===== config.mk =====
export PLATFORM = sky130hd
export DESIGN_NAME = ddr_axi_write
export DESIGN_NICKNAME = d
export VERILOG_FILES = /design/src/rtl/ddr_axi_write.sv
export SDC_FILE = /design/constraint.sdc
export NUM_CORES = 1
export LEC_CHECK = 0
export CORE_MARGIN = 8
export CORE_UTILIZATION = 43
export CTS_BUF_LIST = sky130_fd_sc_hd__clkbuf_4 sky130_fd_sc_hd__clkbuf_8 sky130_fd_sc_hd__clkbuf_16
export CTS_CLUSTER_SIZE = 40
export DETAILED_ROUTE_END_ITERATION = 6
export PLACE_DENSITY = 0.95
export SLEW_MARGIN = 20
export SYNTH_ARGS = -nofsm -noshare
export SYNTH_HDL_FRONTEND = slang
export SYNTH_SLANG_ARGS = --single-unit

===== constraint.sdc =====
create_clock -name ACLK -period 5.9 [get_ports ACLK]
set_clock_uncertainty 0.1 [all_clocks]
set_input_delay 0.59 -clock ACLK [delete_from_list [all_inputs] [get_ports ACLK]]
set_output_delay 0.59 -clock ACLK [all_outputs]
set_load 0.01 [all_outputs]

===== src/rtl/ddr_axi_write.sv =====
// ----------------------------------------------------------------------------
// ddr_axi_write
//   AXI4 write master for the DDR controller path. Accepts one UI write
//   command (start address, beats per burst, number of bursts) and drains a
//   first-word-fall-through write FIFO onto the AXI write channels. Each burst
//   is issued strictly as AW, then all W beats, then B; only one burst is ever
//   in flight, and there is no AW/W overlap.
//
//   Optional feature macro: WR_BRESP_CHECK_EN
//     defined     : wr_err becomes a sticky flag, set by a non-OKAY BRESP and
//                   cleared by reset or by the next accepted command.
//     not defined : wr_err is tied low and BRESP is ignored.
//
// Ports
//   ACLK, ARESETN        clock, asynchronous active-low reset
//   wr_start             command strobe, only looked at while idle
//   wr_burst_len         beats per burst (1..2^BLW-1)
//   wr_start_addr        byte address of the first burst
//   wr_num_burst         bursts per command (1..2^NBW-1)
//   wr_ready             high while idle and able to accept a command
//   wr_fifo_data/empty   FWFT FIFO head and empty flag
//   wr_fifo_re           FIFO pop, asserted on every W handshake
//   wr_done              one-cycle pulse when the whole command has completed
//   wr_err               sticky BRESP error flag (see macro above)
//   m_axi_aw*/w*/b*      AXI4 write address, write data and response channels
// ----------------------------------------------------------------------------
module ddr_axi_write #(
  parameter int DATA_WIDTH      = 64,
  parameter int ADDR_WIDTH      = 29,
  parameter int BURST_LEN_WIDTH = 8,
  parameter int NUM_BURST_WIDTH = 8
) (
  input  logic                       ACLK,
  input  logic                       ARESETN,
  // UI command
  input  logic                       wr_start,
  input  logic [BURST_LEN_WIDTH-1:0] wr_burst_len,
  input  logic [ADDR_WIDTH-1:0]      wr_start_addr,
  input  logic [NUM_BURST_WIDTH-1:0] wr_num_burst,
  output logic                       wr_ready,
  // FWFT write FIFO
  input  logic [DATA_WIDTH-1:0]      wr_fifo_data,
  input  logic                       wr_fifo_empty,
  output logic                       wr_fifo_re,
  // status
  output logic                       wr_done,
  output logic                       wr_err,
  // AXI write address channel
  output logic [3:0]                 m_axi_awid,
  output logic [ADDR_WIDTH-1:0]      m_axi_awaddr,
  output logic [BURST_LEN_WIDTH-1:0] m_axi_awlen,
  output logic [2:0]                 m_axi_awsize,
  output logic [1:0]                 m_axi_awburst,
  output logic                       m_axi_awlock,
  output logic [3:0]                 m_axi_awcache,
  output logic [2:0]                 m_axi_awprot,
  output logic [3:0]                 m_axi_awqos,
  output logic                       m_axi_awvalid,
  input  logic                       m_axi_awready,
  // AXI write data channel
  output logic [DATA_WIDTH-1:0]      m_axi_wdata,
  output logic [DATA_WIDTH/8-1:0]    m_axi_wstrb,
  output logic                       m_axi_wlast,
  output logic                       m_axi_wvalid,
  input  logic                       m_axi_wready,
  // AXI write response channel
  input  logic [3:0]                 m_axi_bid,
  input  logic [1:0]                 m_axi_bresp,
  input  logic                       m_axi_bvalid,
  output logic                       m_axi_bready
);

  typedef enum logic [2:0] {
    S_IDLE,
    S_AW,
    S_W,
    S_B,
    S_DONE
  } state_t;

  state_t                     state;
  logic [BURST_LEN_WIDTH-1:0] beat_cnt;
  logic [NUM_BURST_WIDTH-1:0] burst_cnt;
  logic                       start_ok;
  logic                       w_hs;
  logic [ADDR_WIDTH-1:0]      burst_bytes;

  // Fixed AXI attributes: ID 0xF, 8-byte beats, INCR, modifiable/bufferable.
  assign m_axi_awid    = 4'hF;
  assign m_axi_awsize  = 3'b011;
  assign m_axi_awburst = 2'b01;
  assign m_axi_awlock  = 1'b0;
  assign m_axi_awcache = 4'b0011;
  assign m_axi_awprot  = 3'b000;
  assign m_axi_awqos   = 4'h0;
  assign m_axi_wstrb   = '1;
  assign m_axi_bready  = 1'b1;

  // A command with zero beats or zero bursts is dropped while idle.
  assign start_ok = (state == S_IDLE) && wr_start &&
                    (wr_burst_len != '0) && (wr_num_burst != '0);

  // The W channel is a straight pass-through of the FWFT head: data is valid
  // whenever the FIFO is non-empty, and a handshake is exactly a pop.
  assign m_axi_wvalid = (state == S_W) && !wr_fifo_empty;
  assign m_axi_wdata  = wr_fifo_data;
  assign m_axi_wlast  = (state == S_W) && (beat_cnt == m_axi_awlen);
  assign w_hs         = m_axi_wvalid && m_axi_wready;
  assign wr_fifo_re   = w_hs;
  assign wr_ready     = (state == S_IDLE);

  // Address step to the next burst uses the latched length, so the UI inputs
  // may change freely once a command has been accepted. Wraps modulo 2^AW.
  assign burst_bytes = ADDR_WIDTH'({1'b0, m_axi_awlen} + 1'b1) << 3;

  // NOTE: all state below uses non-blocking assignments so every register
  // samples the pre-edge values and the block order does not matter.
  always_ff @(posedge ACLK or negedge ARESETN) begin
    if (!ARESETN) begin
      state         <= S_IDLE;
      m_axi_awvalid <= 1'b0;
      m_axi_awaddr  <= '0;
      m_axi_awlen   <= '0;
      beat_cnt      <= '0;
      burst_cnt     <= '0;
      wr_done       <= 1'b0;
    end else begin
      wr_done <= 1'b0;
      case (state)
        S_IDLE: begin
          if (start_ok) begin
            m_axi_awaddr  <= wr_start_addr;
            m_axi_awlen   <= wr_burst_len - 1'b1;
            burst_cnt     <= wr_num_burst - 1'b1;
            beat_cnt      <= '0;
            m_axi_awvalid <= 1'b1;
            state         <= S_AW;
          end
        end
        S_AW: begin
          if (m_axi_awready) begin
            m_axi_awvalid <= 1'b0;
            state         <= S_W;
          end
        end
        S_W: begin
          if (w_hs) begin
            if (m_axi_wlast) begin
              beat_cnt <= '0;
              state    <= S_B;
            end else begin
              beat_cnt <= beat_cnt + 1'b1;
            end
          end
        end
        S_B: begin
          if (m_axi_bvalid) begin
            if (burst_cnt == '0) begin
              wr_done <= 1'b1;
              state   <= S_DONE;
            end else begin
              burst_cnt     <= burst_cnt - 1'b1;
              m_axi_awaddr  <= m_axi_awaddr + burst_bytes;
              m_axi_awvalid <= 1'b1;
              state         <= S_AW;
            end
          end
        end
        S_DONE:  state <= S_IDLE;
        default: state <= S_IDLE;
      endcase
    end
  end

`ifdef WR_BRESP_CHECK_EN
  // Sticky error: a failed burst does not stop the command; the flag only
  // clears when a new command is taken.
  always_ff @(posedge ACLK or negedge ARESETN) begin
    if (!ARESETN) begin
      wr_err <= 1'b0;
    end else if (start_ok) begin
      wr_err <= 1'b0;
    end else if ((state == S_B) && m_axi_bvalid && (m_axi_bresp != 2'b00)) begin
      wr_err <= 1'b1;
    end
  end
`else
  assign wr_err = 1'b0;
`endif

  // BID carries nothing this master needs (single fixed ID); BRESP is only
  // consumed when the error check is built in.
  logic unused_inputs;
  assign unused_inputs = ^{m_axi_bid, m_axi_bresp};

endmodule


==> metrics <==
Setup crit end kind flop; max-capacitance violation count 0; Final nets ~720; synthesized flop and latch total 58; Final Max Tran Viols 0; busiest grt layer met2; clock latency on the worst-skew pair 0.35 ns; CTS tree yes; routed vias/inst between 5 and 6; diode count 0; Hold WC Path Type input pin to async pin; fraction of the yosys area taken by sequential cells between 30 and 40%; crit-path max FO 8; Mapped Area 0.00464 mm^2; Core Util, Final about 50%; die width 120 um; worst reg2reg path depth 11; cell family with most CP delay compound AO/OA/AOI/OAI gates; Iter 0 DRT Violations roughly 250; crit path time final around 3.4 ns; Die Ht about 120 um; first-pass GRT wire length slightly below 20,000 um; row count 38; # DRC 0; Switching Fraction 44.8%; H-tree level count 3; count leader, synth buf_4; Fmax achieved slightly below 300 MHz; worst r2r src m_axi_awlen[0]; RD Place Congestion 0.843; Area growth, synth to finish 12.9%; average cell area after synthesis ~8.2 um^2; asr flop ratio synth 100%; sw power between 1 and 1.5 mW; Filler cells ~1,000; Comb pwr share a little under three fifths; share of post-route cells with drive strength above 1 between 5 and 6%; gr ovfl total 0; RR Endpoint m_axi_awaddr[20]; Synthesis Warnings 0; # IOs 260; main flop type after synthesis dfrtp_1; Synth area leader dfrtp_1; Internal approximately 1.5 mW; CTS Sinks a little under 60; Worst path max stage delay approximately 0.5 ns; DP HPWL slightly above 9000 um; Worst Tran Pin Value 0.841 ns; Post-DRT Antenna Nets 0; vias 3,971; Synth cell types 60; flip-flop and latch area 0.00145 mm^2; CP max-delay cell dfrtp_1; met3 Usage GRT roughly 4.6%; TNS Setup 0 ns; CP required 6.03 ns; Synth area leaders dfrtp_1 31%, buf_4 16%, nand2_1 5.0%; multi-input logic area around 0.0024 mm^2; Clock Tree Root clkbuf_8; top cells by count, synth 97 x buf_4, 62 x nand2_1, 58 x dfrtp_1; R2R setup slack between 2 and 3 ns; global-route usage over all layers between 10% and 20%; port buffer count 94; status complete, no violations; CTS Buffer Depth 2; WP buf/inv 0; number of flops mapped to enable cells by yosys 0; Worst VDD drop between 200 and 250 uV; DP Cell Count 716; WS Path Type flop to flop; Num CTS Buffers 9; Reg clk slew, reported paths about 0.070 ns; clock network power share 13.8%; PwrDens approximately 520 mW/mm^2; CP startpoint kind flop; die area between 0.01 and 0.015 mm^2; area share of the largest cell type after synthesis between 30% and 40%; Final setup viols 0; CP cell instances and3_1 > nand3_1 > or2_2 > xnor2_1 > ha_1 > and4_1 > nand2_1 > a31o_2 > a21oi_1 > a31oi_1 > o22a_1; drt wl/cell around 17 um; LEAKAGE 2.21 nW; DR pass1 iterations 4; number of setup buffers added after CTS 0; initial antenna violation count 0; Slew headroom around 44%; met2 usage between 20% and 30%; Worst Path Arrival approximately 3.5 ns; RSZ-0062 raised after global routing no; initial core utilization a little over two fifths; Synth Instances ~570; number of global-route vias before repair between 4,000 and 5,000; post-cts sizing count 0; sequential power share approximately 30%; hold buffer count at CTS 0; Hold Vio Cnt, Final 0; fin cells 730; area of the core between 0.01 and 0.015 mm^2; Pwr Total around 2.7 mW; WL final approximately 12,000 um; largest net degree at the start of global routing just under 60; global routing usage on met1 a little under a fifth; crit share post-route a little under three fifths
==> per-layer routing <==
layer	part of all wire (%)	wire length, um
met1	40	4970
met2	51	6270
met3	6.1	752
met4	2.5	310
met5	0	0
==> cell usage in the layout, fill, tap and decap left out, types with 11 or more instances in the layout <==
cell	netlist	final
ha_1	14	14
conb_1	2	31
xnor2_1	17	17
nand3_1	15	15
dfrtp_1	58	58
clkbuf_8	0	11
nor2_1	42	42
nor3_1	16	16
a21oi_1	46	46
nand2_1	62	62
o21ai_0	36	36
clkdlybuf4s50_1	0	93
a31oi_1	11	11
and3_1	13	13
==> stage by stage <==
stage | cell area [um^2] | hold WS [ns] | setup slack (ns)
2_1_floorplan | 4750 | 0.194 | 2.96
3_3_place_gp | 5050 | 0.366 | 2.47
3_5_place_dp | 5050 | 0.381 | 2.39
4_1_cts | 5240 | 0.339 | 2.58
5_1_grt | 5240 | 0.376 | 2.38
6_report | 5240 | 0.284 | 2.53
==> worst max path at each step <==
stage	end	slack [ns]	cells after the start	startpoint
floorplan	m_axi_awaddr[20]	2.96	11	m_axi_awlen[0]
global placement	burst_cnt[2]	2.47	6	wr_num_burst[2]
detailed placement	burst_cnt[2]	2.39	6	wr_num_burst[2]
CTS	m_axi_awaddr[20]	2.58	11	m_axi_awlen[0]
global route	m_axi_awaddr[20]	2.38	11	m_axi_awlen[0]
finish	m_axi_awaddr[20]	2.53	11	m_axi_awlen[0]
==> power by group through the flow <==
stage | logic, mW | clock network (mW) | registers, mW
after floorplan | 1.04 | 0 | 0.794
after global placement | 1.47 | 0 | 0.791
after detailed placement | 1.52 | 0 | 0.802
after CTS | 1.53 | 0.379 | 0.797
after global routing | 1.69 | 0.398 | 0.834
final | 1.53 | 0.375 | 0.801
==> area by class of cell <==
type,count,area share (%)
Timing Repair Buffer,98,18.4
Clock buffer,11,2.89
Clock inverter,3,0.764
Sequential cell,58,27.7
Inverter,10,0.717
Multi-Input combinational cell,410,46.1
Tap cell,140,3.34
==> worst register-to-register path, stage by stage (launching register included) <==
cell and delay [ns]:
dfrtp_1 0.51, and3_1 0.20, nand3_1 0.11, or2_2 0.33, xnor2_1 0.14, ha_1 0.36, and4_1 0.29, nand2_1 0.07
a31o_2 0.26, a21oi_1 0.51, a31oi_1 0.18, o22a_1 0.20
==> flip-flops by register name, summed over array words and instances, names as in the netlist <==
name	flops
m_axi_awaddr	29
beat_cnt	8
burst_cnt	8
m_axi_awlen	8
state	3
m_axi_awvalid	1
wr_done	1
==> logic make-up (layout without fill, tap and decap cells) <==
| group | count (synthesis) | in the layout | share of synthesized area [%] |
|---|---|---|---|
| simple gates | 183 | 183 | 19.0 |
| compound gates | 150 | 150 | 20.4 |
| buf+inv | 128 | 122 | 19.0 |
| flops | 58 | 58 | 31.3 |
| xor+xnor | 26 | 26 | 4.91 |
| fa+ha+maj | 15 | 15 | 4.21 |
| mux | 5 | 5 | 1.11 |
| other cells | 2 | 31 | 0.162 |
(Power assumes the default switching activity.)
